`src/rtl/gfx256_render_wbm.sv`:
```
// Write-combining responder for the renderer pixel port. Byte writes to one 32-byte line merge
// in a single line buffer that is written back over a 256-bit Wishbone master.
module gfx256_render_wbm #(
  parameter int unsigned TIMEOUT = 16,
  parameter int unsigned TW      = 8
) (
  input  logic         clk_i,
  input  logic         rst_i,
  input  logic [31:0]  render_addr_i,
  input  logic [31:0]  render_sel_i,
  input  logic [255:0] render_dat_i,
  input  logic         write_i,
  input  logic         read_i,
  output logic         ack_o,
  output logic [255:0] render_dat_o,
  input  logic         flush_i,
  output logic         idle_o,
  output logic         wb_cyc_o,
  output logic         wb_stb_o,
  output logic         wb_we_o,
  output logic [31:0]  wb_sel_o,
  output logic [31:0]  wb_adr_o,
  output logic [255:0] wb_dat_o,
  input  logic         wb_ack_i,
  input  logic [255:0] wb_dat_i
);

  typedef enum logic [1:0] {StIdle, StAck, StFlush, StRead} state_e;

  localparam logic [TW-1:0] TimeoutCnt = TW'(TIMEOUT);

  state_e         state_q;
  logic [26:0]    tag_q;
  logic [255:0]   data_q;
  logic [31:0]    mask_q;
  logic           valid_q;
  logic [TW-1:0]  cnt_q;

  logic           hit;
  logic           timeout_hit;
  logic           flush_go;
  logic [255:0]   merged;
  logic           unused_addr;

  assign unused_addr = ^render_addr_i[4:0];
  assign hit         = valid_q && (tag_q == render_addr_i[31:5]);
  assign timeout_hit = (TIMEOUT != 0) && (cnt_q == TimeoutCnt);

  // Requests outrank flush_i and the timeout; a read hit must write back before re-reading.
  assign flush_go = (write_i && valid_q && !hit) ||
                    (!write_i && read_i && hit) ||
                    (!write_i && !read_i && valid_q && (flush_i || timeout_hit));

  assign idle_o = !rst_i && (state_q == StIdle) && !valid_q && !write_i && !read_i;

  always_comb begin
    merged = data_q;
    for (int b = 0; b < 32; b++) begin
      if (render_sel_i[b]) merged[b*8 +: 8] = render_dat_i[b*8 +: 8];
    end
  end

  always_ff @(posedge clk_i) begin
    if (rst_i) begin
      state_q      <= StIdle;
      tag_q        <= '0;
      data_q       <= '0;
      mask_q       <= '0;
      valid_q      <= 1'b0;
      cnt_q        <= '0;
      ack_o        <= 1'b0;
      render_dat_o <= '0;
      wb_cyc_o     <= 1'b0;
      wb_stb_o     <= 1'b0;
      wb_we_o      <= 1'b0;
      wb_sel_o     <= '0;
      wb_adr_o     <= '0;
      wb_dat_o     <= '0;
    end else begin
      ack_o <= 1'b0;
      unique case (state_q)
        StIdle: begin
          if (flush_go) begin
            wb_cyc_o <= 1'b1;
            wb_stb_o <= 1'b1;
            wb_we_o  <= 1'b1;
            wb_adr_o <= {tag_q, 5'b0};
            wb_sel_o <= mask_q;
            wb_dat_o <= data_q;
            cnt_q    <= '0;
            state_q  <= StFlush;
          end else if (write_i) begin
            // Empty or hit: merge enabled bytes; a zero select is acked without touching state.
            if (render_sel_i != '0) begin
              data_q  <= merged;
              mask_q  <= mask_q | render_sel_i;
              tag_q   <= render_addr_i[31:5];
              valid_q <= 1'b1;
              cnt_q   <= '0;
            end
            ack_o   <= 1'b1;
            state_q <= StAck;
          end else if (read_i) begin
            wb_cyc_o <= 1'b1;
            wb_stb_o <= 1'b1;
            wb_we_o  <= 1'b0;
            wb_sel_o <= '1;
            wb_adr_o <= {render_addr_i[31:5], 5'b0};
            state_q  <= StRead;
          end else if (valid_q && (cnt_q != '1)) begin
            cnt_q <= cnt_q + 1'b1;
          end
        end
        // Renderer changes addr/data on this edge, so requests are not looked at here.
        StAck: state_q <= StIdle;
        StFlush: begin
          if (wb_ack_i) begin
            wb_cyc_o <= 1'b0;
            wb_stb_o <= 1'b0;
            wb_we_o  <= 1'b0;
            valid_q  <= 1'b0;
            mask_q   <= '0;
            cnt_q    <= '0;
            state_q  <= StIdle;
          end
        end
        StRead: begin
          if (wb_ack_i) begin
            render_dat_o <= wb_dat_i;
            wb_cyc_o     <= 1'b0;
            wb_stb_o     <= 1'b0;
            ack_o        <= 1'b1;
            state_q      <= StAck;
          end
        end
        default: state_q <= StIdle;
      endcase
    end
  end

endmodule

```
`config.mk`:
```
export PLATFORM = sky130hd
export DESIGN_NAME = gfx256_render_wbm
export DESIGN_NICKNAME = d
export VERILOG_FILES = /design/src/rtl/gfx256_render_wbm.sv
export SDC_FILE = /design/constraint.sdc
export NUM_CORES = 2
export LEC_CHECK = 0
export CORE_AREA = 2 2 447 449
export DETAILED_ROUTE_END_ITERATION = 16
export DIE_AREA = 0 0 449 451
export GPL_TIMING_DRIVEN = 1
export SETUP_SLACK_MARGIN = 0.2
export SYNTH_ARGS = -nofsm -noshare
export SYNTH_HDL_FRONTEND = slang
export SYNTH_SLANG_ARGS = --single-unit
```
`constraint.sdc`:
```
create_clock -name clk_i -period 4.2 [get_ports clk_i]
set_clock_uncertainty 0.15 [all_clocks]
set_input_delay 0.84 -clock clk_i [delete_from_list [all_inputs] [get_ports clk_i]]
set_output_delay 0.84 -clock clk_i [all_outputs]
set_load 0.02 [all_outputs]
```
==> metrics.yaml <==
outcome: "complete, no violations"
synth_top_flop_cell: "dfxtp_1"
setup_ws_ns: 0.595
p_leak_nw: 18.9
finalHoldViolCount: 0
yosysUniqueCellTypes: 57
final_core_util_pct: 25.7
start_util_pct: 16.4
hold_path.class: "in2reg"
firstDrtPassIters: 7
cp_slowest_cell: "clkdlybuf4s50_1"
critical_path.most_common_cell: "clkdlybuf4s50_1"
cts_resized: 0
globalRouteMet3Util_pct: 3.30
power_mw: 25.9
via_count: 30000
cts_setup_buffers: 0
period_needed_ns: 3.61
p_per_area_nw_per_um2: 509
cts.sinks: 900
cts_buffers: 100
num_io_pins: 1163
critPathKind: "in2out"
peakVddDrop_v: 0.000354
area.growth.synth_to_final_pct: 56.3
crit_arrival_ns: 2.62
max_stage_delay_ns: 0.71
yosysWarnings: 0
die_area_um2: 202000
crit_path_start_kind: "input port"
grt_use_total_pct: 13.3
fin_crit_sh_pct: 85.8
ctsHoldBuffers: 0
crit_fanout: 5
yosys.area.top_type: "dfxtp_1"
synth_edf_count: 0
nets: 5356
syn_area_per_cell_um2: 8.87
dp_hpwl_um: 107000
critPathLaunch: "write_i"
crit_family: "buffers and inverters"
die_y_um: 451
ys_ff_latch: 900
worstHoldStart: "rst_i"
setup_viol: 0
synthDominantCellAreaShare_pct: 55.4
global_route.usage.met1_pct: 14.5
worstSetupEndpointType: "output pin"
ant_nets: 0
cts-root-buf: "clkbuf_16"
vias_per_cell: 3.99
holdWs_ns: 0.276
crit_chain: "clkdlybuf4s50_1, nor2_1, nand2_1, nor3_1, clkdlybuf4s50_1"
slew_viol_final: 0
die_w_um: 449
grt_util_met2_pct: 23.9
maxCapViolCount: 0
path_clk_slew_ns: 0.06
maxSlewHeadroom_pct: 24.4
rsz0062_at_grt: "false"
place_ws_ns: -0.129
grt-ovfl-total: 0
wl_um: 141000
ys_top_cells_by_area: "dfxtp_1, nand2_1, mux2i_1"
path_buf_inv: 2
htree_levels: 3
wl_per_cell_um: 18.7
fmaxAchievable_mhz: 277
core_area_um2: 198000
synthCells: 3670
worstSkewPairLatency_ns: 0.73
grt_first_pass_wirelength_um: 200000
num-fill-cells: 21200
busiest_layer: "met2"
antenna_found_initial: 28
syn_area_um2: 32500
grt_max_degree: 166
cp.required_ns: 3.21
seq_area_frac_synth_pct: 55.4
first_global_vias: 29200
port_buffers: 1152
std_cell_rows: 164
finalWeightedCongestion: 0.914
drc: 0
drtIter0Drc: 2128
worst_pin_slew_ns: 1.13
drive_gt1_share_pct: 6.70
timing.rr.start: "tag_q[17]"
cts_tree: "built"
clk_path_buf_depth: 3
async_flop_share_pct: 0
==> per-layer routing <==
| layer | wire (µm) | share of wire (%) | vias up |
|---|---|---|---|
| li1 | - | - | 14400 |
| met2 | 72500 | 51 | 1026 |
| met1 | 52800 | 38 | 14300 |
| met3 | 8850 | 6.3 | 239 |
| met5 | 61 | 0.043 | - |
| met4 | 6630 | 4.7 | 8 |
==> logic make-up after synthesis <==
| kind of cell | after synthesis | share of synthesized area, % |
|---|---|---|
| other cells | 1 | 0.0115 |
| fa+ha+maj | 5 | 0.192 |
| flops | 900 | 55.4 |
| xor+xnor | 27 | 0.727 |
| mux | 285 | 8.77 |
| compound gates | 674 | 11.4 |
| simple gates | 1510 | 19.5 |
| buf+inv | 268 | 4.09 |
==> per-stage QoR <==
stage	cells	setup TNS, ns	instance area, µm²
after floorplan	3674	0	32600
after global placement	7323	-4.08	47400
after global routing	7514	0	50900
final	7517	0	50900
after CTS	7504	0	50800
after detailed placement	7323	-2.85	47400
==> cells in the final DEF, fill, tap and decap left out, types with 28 or more instances in the layout <==
cell,netlist,layout
buf_12,0,32
clkdlybuf4s50_1,0,1151
clkbuf_16,0,101
nor2_1,339,336
nand2_1,1092,1090
dfxtp_1,900,900
a31oi_1,61,60
mux2i_1,284,284
o21ai_0,36,36
nand4_4,28,28
buf_4,12,68
a21oi_1,515,515
==> registers in the layout, indices dropped and copies added, names as in the netlist <==
name          count
valid_q           1
wb_adr_o         27
state_q           2
wb_stb_o          1
mask_q           32
tag_q            27
wb_we_o           1
wb_dat_o        256
data_q          256
wb_sel_o         32
cnt_q             8
render_dat_o    256
ack_o             1
==> synthesized netlist by cell type (10+ instances only) <==
library cell and n:
a21oi_1 515, a221o_1 22, a31oi_1 61, buf_2 50
buf_4 12, buf_6 29, clkbuf_1 159, dfxtp_1 900
mux2i_1 284, nand2_1 1092, nand4_4 28, nor2_1 339
nor4_1 10, o21ai_0 36, o22ai_1 10, xor2_1 27
==> final cells by class <==
class,instances,area (µm²),area share (%)
well taps,2656,3320,6.53
flip-flops and latches,900,18000,35.4
repair buffers,1252,12700,24.9
diodes,13,32.5,0.0639
clock buffers,142,2910,5.72
multi-input cells,2506,13300,26.1
clock inverters,39,573,1.13
inverters,9,33.8,0.0664
==> worst register-to-register path, stage by stage, from the launching register on <==
cell and delay (ns):
dfxtp_1 0.33, xor2_1 0.18, nor4_2 0.44, nand4_1 0.33, o21ai_4 0.25, buf_12 0.18, buf_12 0.23, nand4_2 0.38
mux2i_1 0.30, nor2_1 0.06
==> final timing paths <==
path / cells past startpoint / endpoint / slack, ns
worst min register to register: 2 / wb_dat_o[244] / 0.30
worst min-delay path: 2 / data_q[8] / 0.28
worst max-delay path: 5 / idle_o / 0.59
worst max register to register: 9 / data_q[226] / 1.21
==> report_power, final <==
group	switching, mW	internal, mW
registers	0.513	9.41
clock network	3.77	5.52
logic	3.95	2.72
total	8.23	17.6
(Power assumes the default switching activity.)
